===== src/rtl/uart_pkg.sv =====
// -----------------------------------------------------------------------------
// uart_pkg
// Shared definitions for the UART transmitter and the future receiver.
//   - uart_state_t : frame state encoding (IDLE, START, DATA, PARITY, STOP)
//   - clog2()      : ceiling log2 for elaboration-time widths
//   - clks_per_bit(): clocks per line bit; truncating integer division, kept
//                    here so the receiver derives bit timing identically.
// -----------------------------------------------------------------------------
package uart_pkg;

  typedef enum logic [2:0] {
    IDLE   = 3'd0,
    START  = 3'd1,
    DATA   = 3'd2,
    PARITY = 3'd3,
    STOP   = 3'd4
  } uart_state_t;

  // Number of bits needed to hold the values 0..value-1 (minimum 0).
  function automatic int clog2(input int value);
    int result;
    int v;
    result = 0;
    v = value - 1;
    while (v > 0) begin
      result = result + 1;
      v = v >> 1;
    end
    return result;
  endfunction

  function automatic int clks_per_bit(input int clock_hz, input int baud);
    return clock_hz / baud;
  endfunction

endpackage


===== src/rtl/uart_baud_counter.sv =====
// -----------------------------------------------------------------------------
// uart_baud_counter
// Free-running bit-period counter, 0..CLKS_PER_BIT-1, shared by TX and RX.
// Ports:
//   clock : system clock
//   reset : synchronous, active-high reset (count -> 0)
//   clear : synchronous restart of the bit period (count -> 0)
//   tick  : high for the single cycle in which the count is at terminal value
// Parameter:
//   CLKS_PER_BIT : clocks per line bit (>= 2)
// -----------------------------------------------------------------------------
module uart_baud_counter
  import uart_pkg::*;
#(
  parameter int CLKS_PER_BIT = 16
) (
  input  logic clock,
  input  logic reset,
  input  logic clear,
  output logic tick
);

  localparam int CNT_W = clog2(CLKS_PER_BIT);
  localparam logic [CNT_W-1:0] LAST_COUNT = CNT_W'(CLKS_PER_BIT - 1);

  logic [CNT_W-1:0] r_count;
  logic             w_at_last;

  assign w_at_last = (r_count == LAST_COUNT);
  assign tick      = w_at_last;

  always_ff @(posedge clock) begin
    if (reset || clear) begin
      r_count <= '0;
    end else if (w_at_last) begin
      r_count <= '0;
    end else begin
      r_count <= r_count + CNT_W'(1);
    end
  end

endmodule


===== src/rtl/uart_transmitter.sv =====
// -----------------------------------------------------------------------------
// uart_transmitter
// Byte-wide valid/ready in, asynchronous serial line out. Frame:
// start(0), DATA_BITS data LSB first, optional parity, STOP_BITS stop(1).
// Each bit is held for CLKS_PER_BIT = CLOCK_HZ / BAUD clocks.
// Ports:
//   clock    : system clock
//   reset    : synchronous, active-high reset; abandons any frame in flight
//   in_data  : byte to send, sampled only on acceptance
//   in_valid : producer has a byte
//   in_ready : transmitter can accept (IDLE and not in reset)
//   tx       : serial line, straight from a flop, idles high
//   busy     : frame in progress
// Build option:
//   UART_TX_PARITY_EN : when defined, a parity bit (even, or odd when
//                       PARITY_ODD=1) is sent between data and stop bits.
// -----------------------------------------------------------------------------
module uart_transmitter
  import uart_pkg::*;
#(
  parameter int CLOCK_HZ   = 100000000,
  parameter int BAUD       = 115200,
  parameter int DATA_BITS  = 8,
  parameter int STOP_BITS  = 1,
  parameter int PARITY_ODD = 0
) (
  input  logic                 clock,
  input  logic                 reset,
  input  logic [DATA_BITS-1:0] in_data,
  input  logic                 in_valid,
  output logic                 in_ready,
  output logic                 tx,
  output logic                 busy
);

  localparam int CLKS_PER_BIT = clks_per_bit(CLOCK_HZ, BAUD);
  localparam int IDX_W        = clog2(DATA_BITS);
  localparam logic [IDX_W-1:0] LAST_DATA = IDX_W'(DATA_BITS - 1);
  localparam logic [IDX_W-1:0] LAST_STOP = IDX_W'(STOP_BITS - 1);

  // Elaboration-time parameter checks.
  if (CLKS_PER_BIT < 2) begin : g_bad_clks_per_bit
    $error("uart_transmitter: CLOCK_HZ / BAUD must be >= 2");
  end
  if (DATA_BITS < 5 || DATA_BITS > 8) begin : g_bad_data_bits
    $error("uart_transmitter: DATA_BITS must be 5..8");
  end
  if (STOP_BITS < 1 || STOP_BITS > 2) begin : g_bad_stop_bits
    $error("uart_transmitter: STOP_BITS must be 1 or 2");
  end
  if (PARITY_ODD < 0 || PARITY_ODD > 1) begin : g_bad_parity_odd
    $error("uart_transmitter: PARITY_ODD must be 0 or 1");
  end

  uart_state_t          r_state;
  uart_state_t          w_state_next;
  logic [DATA_BITS-1:0] r_shift;
  logic [DATA_BITS-1:0] w_shift_next;
  logic [IDX_W-1:0]     r_bit_idx;
  logic [IDX_W-1:0]     w_bit_idx_next;
  logic                 r_tx;
  logic                 w_tx_next;
  logic                 w_tick;
  logic                 w_accept;
  logic                 w_idle;

  assign w_idle   = (r_state == IDLE);
  assign in_ready = w_idle && !reset;
  assign busy     = !w_idle;
  assign tx       = r_tx;
  assign w_accept = in_valid && in_ready;

  // Counter is held at zero while idle, so the start bit gets a full period
  // beginning the cycle after acceptance.
  uart_baud_counter #(
    .CLKS_PER_BIT(CLKS_PER_BIT)
  ) u_baud (
    .clock(clock),
    .reset(reset),
    .clear(w_idle),
    .tick (w_tick)
  );

`ifdef UART_TX_PARITY_EN
  // Parity is fixed at acceptance from the latched byte.
  logic r_parity;
  always_ff @(posedge clock) begin
    if (reset) begin
      r_parity <= 1'b0;
    end else if (w_accept) begin
      r_parity <= (^in_data) ^ 1'(PARITY_ODD);
    end
  end
`endif

  // The tx flop is loaded with the level of the bit being entered, so the
  // line changes on the same edge as the state.
  always_comb begin
    w_state_next   = r_state;
    w_shift_next   = r_shift;
    w_bit_idx_next = r_bit_idx;
    w_tx_next      = r_tx;
    case (r_state)
      IDLE: begin
        w_tx_next = 1'b1;
        if (w_accept) begin
          w_state_next = START;
          w_shift_next = in_data;
          w_tx_next    = 1'b0;
        end
      end
      START: begin
        if (w_tick) begin
          w_state_next   = DATA;
          w_bit_idx_next = '0;
          w_tx_next      = r_shift[0];
        end
      end
      DATA: begin
        if (w_tick) begin
          w_shift_next = r_shift >> 1;
          if (r_bit_idx == LAST_DATA) begin
            w_bit_idx_next = '0;
`ifdef UART_TX_PARITY_EN
            w_state_next   = PARITY;
            w_tx_next      = r_parity;
`else
            w_state_next   = STOP;
            w_tx_next      = 1'b1;
`endif
          end else begin
            w_bit_idx_next = r_bit_idx + IDX_W'(1);
            w_tx_next      = r_shift[1];
          end
        end
      end
`ifdef UART_TX_PARITY_EN
      PARITY: begin
        if (w_tick) begin
          w_state_next   = STOP;
          w_bit_idx_next = '0;
          w_tx_next      = 1'b1;
        end
      end
`endif
      STOP: begin
        w_tx_next = 1'b1;
        if (w_tick) begin
          if (r_bit_idx == LAST_STOP) begin
            w_state_next   = IDLE;
            w_bit_idx_next = '0;
          end else begin
            w_bit_idx_next = r_bit_idx + IDX_W'(1);
          end
        end
      end
      default: begin
        w_state_next   = IDLE;
        w_bit_idx_next = '0;
        w_tx_next      = 1'b1;
      end
    endcase
  end

  always_ff @(posedge clock) begin
    if (reset) begin
      r_state   <= IDLE;
      r_shift   <= '0;
      r_bit_idx <= '0;
      r_tx      <= 1'b1;
    end else begin
      r_state   <= w_state_next;
      r_shift   <= w_shift_next;
      r_bit_idx <= w_bit_idx_next;
      r_tx      <= w_tx_next;
    end
  end

endmodule

===== config.mk =====
export PLATFORM = sky130hd
export DESIGN_NAME = uart_transmitter
export DESIGN_NICKNAME = d
export VERILOG_FILES = /design/src/rtl/uart_pkg.sv /design/src/rtl/uart_baud_counter.sv /design/src/rtl/uart_transmitter.sv
export SDC_FILE = /design/constraint.sdc
export NUM_CORES = 1
export LEC_CHECK = 0
export ABC_AREA = 1
export ABC_CLOCK_PERIOD_IN_PS = 4100
export CELL_PAD_IN_SITES_DETAIL_PLACEMENT = 0
export CELL_PAD_IN_SITES_GLOBAL_PLACEMENT = 1
export CORE_AREA = 10 10 69 71
export DETAILED_ROUTE_END_ITERATION = 7
export DIE_AREA = 0 0 79 81
export PLACE_DENSITY = 0.78
export SETUP_SLACK_MARGIN = 0.2
export SYNTH_ARGS = -nofsm -noshare
export SYNTH_HDL_FRONTEND = slang
export SYNTH_HIERARCHICAL = 1
export SYNTH_SLANG_ARGS = --single-unit

===== constraint.sdc =====
create_clock -name clock -period 4.1 [get_ports clock]
set_clock_uncertainty 0.1 [all_clocks]
set_input_delay 0.41 -clock clock [delete_from_list [all_inputs] [get_ports clock]]
set_output_delay 0.41 -clock clock [all_outputs]
set_load 0.03 [all_outputs]

==> summary.md <==
| Metric | Value |
|---|---|
| Sw Share | 0.481 |
| Cts hold-fix bufs | 0 |
| Commonest cells in the netlist | nand2_1, nor2_1, dfxtp_1 |
| CTS root buf | clkbuf_4 |
| Die width | between 70 and 80 um |
| # diodes | 0 |
| RSZ-0062 raised after global routing | no |
| Most frequent cell after synthesis | nand2_1 |
| Hold Fails Final Rpt | 0 |
| Data arrival, critical path | ~2.1 ns |
| HPWL after detailed placement | between 2 and 2.5 mm |
| P&R area growth vs syn | 12.1% |
| Detailed-route via count | between 1,000 and 1,500 |
| Die H | between 80 and 90 um |
| Worst relative slew slack | 0.672 |
| WL final | between 2 and 3 mm |
| Rows | 22 |
| WL/cell | between 10 and 15 um |
| Dominant synthesized flop cell | dfxtp_1 |
| Largest net degree at the start of global routing | 17 |
| First-pass GRT wire length | 4.76 mm |
| Core area | roughly 0.0035 sq mm |
| Clk slew on worst S/H paths | 0.15 ns |
| Post-synthesis register bit count | 25 |
| CTS H-Tree Depth | 1 |
| Yosys cell types | 29 |
| Synth Net Count | approximately 210 |
| Post-route antenna net violation count | 0 |
| Number of max-cap violations | 0 |
| Reported net switching power | 507 uW |
| HP Class | reg2reg |
| Critical path buffers and inverters | 2 |
| Cell Pwr Density | roughly 640 mW/mm^2 |
| WP data required | around 3.6 ns |
| Post-CTS Setup Bufs | 0 |
| Cts repair resizes | 0 |
| Status | finished, final reports clean |
| Placer Congestion | about 0.8 |
| Logic pwr share | 0.542 |
| CP Capture Type | output pin |
| Crit share post-route | 0.625 |
| Area contributors post-synth | dfxtp_1, nand2_1, nor2_1 |
| Initial Util | 0.413 |
| # port buffers | 13 |
| Sequential element share of the synthesized area | 0.344 |
| Count of clock tree sinks | 25 |
| Syn avg cell area | roughly 7.4 sq um |
| CTS tree | done |
| Share of cells above drive strength 1 | 0.175 |
| Number of flops mapped to enable cells by yosys | 0 |
| Fin nets | approximately 230 |
| Max incr delay on CP | approximately 0.7 ns |
| DR DRC count | 0 |
| Initial DRC Count | 68 |
| Die area | between 0.006 and 0.007 sq mm |
| Cell type with the largest total area after synthesis | dfxtp_1 |
| Vias in the first global route | 1,098 |
| Max Slew Vio Count | 0 |
| Crit path cell chain | inv_1 > nand2_2 > clkdlybuf4s50_1 |
| Measured slew at the worst slew-check pin | around 0.49 ns |
| Synth warn | 6 |
| Critical path fanouts, max | 10 |
| Post-Synthesis Cells | about 200 |
| Worst VDD drop | a little over 0.2 mV |
| Leak Pwr | approximately 0.00069 uW |
| Final setup TNS | 0 ns |
| GRT Util Overall | 0.0908 |
| Largest delay share family, worst path | buffers and inverters |
| DR pass1 iterations | 2 |
| Top-Level Pins | 14 |
| PnR Total Power | about 1100 uW |
| Hold Slack | around 0.36 ns |
| Initial antenna violation count | 0 |
| Fill count | about 390 |
| Clk network pwr share | 0.109 |
| Startpoint types | flip-flop |
| Slowest-stage cell, CP | clkdlybuf4s50_1 |
| Post-synth top area share | 0.344 |
| Flop pwr share | 0.348 |
| Vias per std cell | approximately 4.6 |
| Max Freq | 0.390 GHz |
| Minimum clock period | roughly 2.6 ns |
| Storage element area | approximately 500 sq um |
| GRT overflow | 0 |
| Deepest clock path buffer count | 2 |
| Clock Latency Late Sink | approximately 0.32 ns |
| Internal | 547 uW |
| # setup viols final | 0 |
| Synth async-reset ratio | 0 |
| CP Class | reg2out |
| Multi-input gate area | roughly 800 sq um |
| CTS buffer count | 3 |
| Mapped Area | 0.00146 sq mm |
-- power groups by stage --
stage / Combinational (uW) / Clock (uW) / Sequential [uW]
floorplan: 507 / 0 / 357
global placement: 571 / 0 / 372
detailed placement: 576 / 0 / 373
CTS: 578 / 124 / 367
global route: 658 / 132 / 374
finish: 571 / 115 / 367
-- cell usage in the layout, fill, tap and decap left out, drive strengths merged, types with 3 or more instances in the layout --
cell type / instances
nand2: 56
nand3: 21
a21oi: 13
clkbuf: 3
nor2: 31
o21ai: 12
inv: 24
dfxtp: 25
ha: 4
clkdlybuf4s50: 13
-- logic make-up after synthesis --
group                    Yosys count  synth area share
adder cells (fa/ha/maj)            4            0.0344
flip-flops                        25             0.344
buffers and inverters             28            0.0919
AO/OA/AOI/OAI                     26             0.121
AND/OR/NAND/NOR                  111             0.385
XOR/XNOR                           4            0.0241
-- stage by stage --
step                std cells  setup WS (ns)  area, sq um   util
CTS                       259           1.53         1630  0.463
detailed placement        255           1.60         1600  0.455
floorplan                 198           2.33         1460      -
finish                    259           1.54         1630  0.463
global placement          255           1.67         1600  0.455
global route              259           1.43         1630  0.463
-- final cells by class --
cell class,count,area share
multi-input combinational,145,0.503
sequential,25,0.307
timing repair buffer,13,0.0797
inverter,24,0.0552
tap,48,0.0368
clock buffer,3,0.0138
clock inverter,1,0.00460
-- metal layers --
| metal | global-route usage | share of wire | wire length, um |
|---|---|---|---|
| met1 | 0.101 | 0.46 | 1280 |
| met2 | 0.166 | 0.51 | 1400 |
| met5 | 0 | 0 | 0 |
| met3 | 0.0309 | 0.026 | 73 |
| met4 | 0.0161 | 0.0061 | 17 |
-- state kept, by name (all words and copies together) (netlist names) --
register and cells:
u_baud/r_count 10, r_shift 8, r_bit_idx 3, r_state 3
tx 1
-- path summary, 6_finish.rpt --
kind                          start                end  slack, ns  cells after the start
setup / recovery         r_state[1]               busy       1.54                      3
hold / removal    u_baud/r_count[0]  u_baud/r_count[0]       0.36                      1
setup reg to reg  u_baud/r_count[0]         r_shift[7]       1.94                     11
hold reg to reg   u_baud/r_count[0]  u_baud/r_count[0]       0.36                      1
Note: power is estimated with default switching activity, not from simulation.
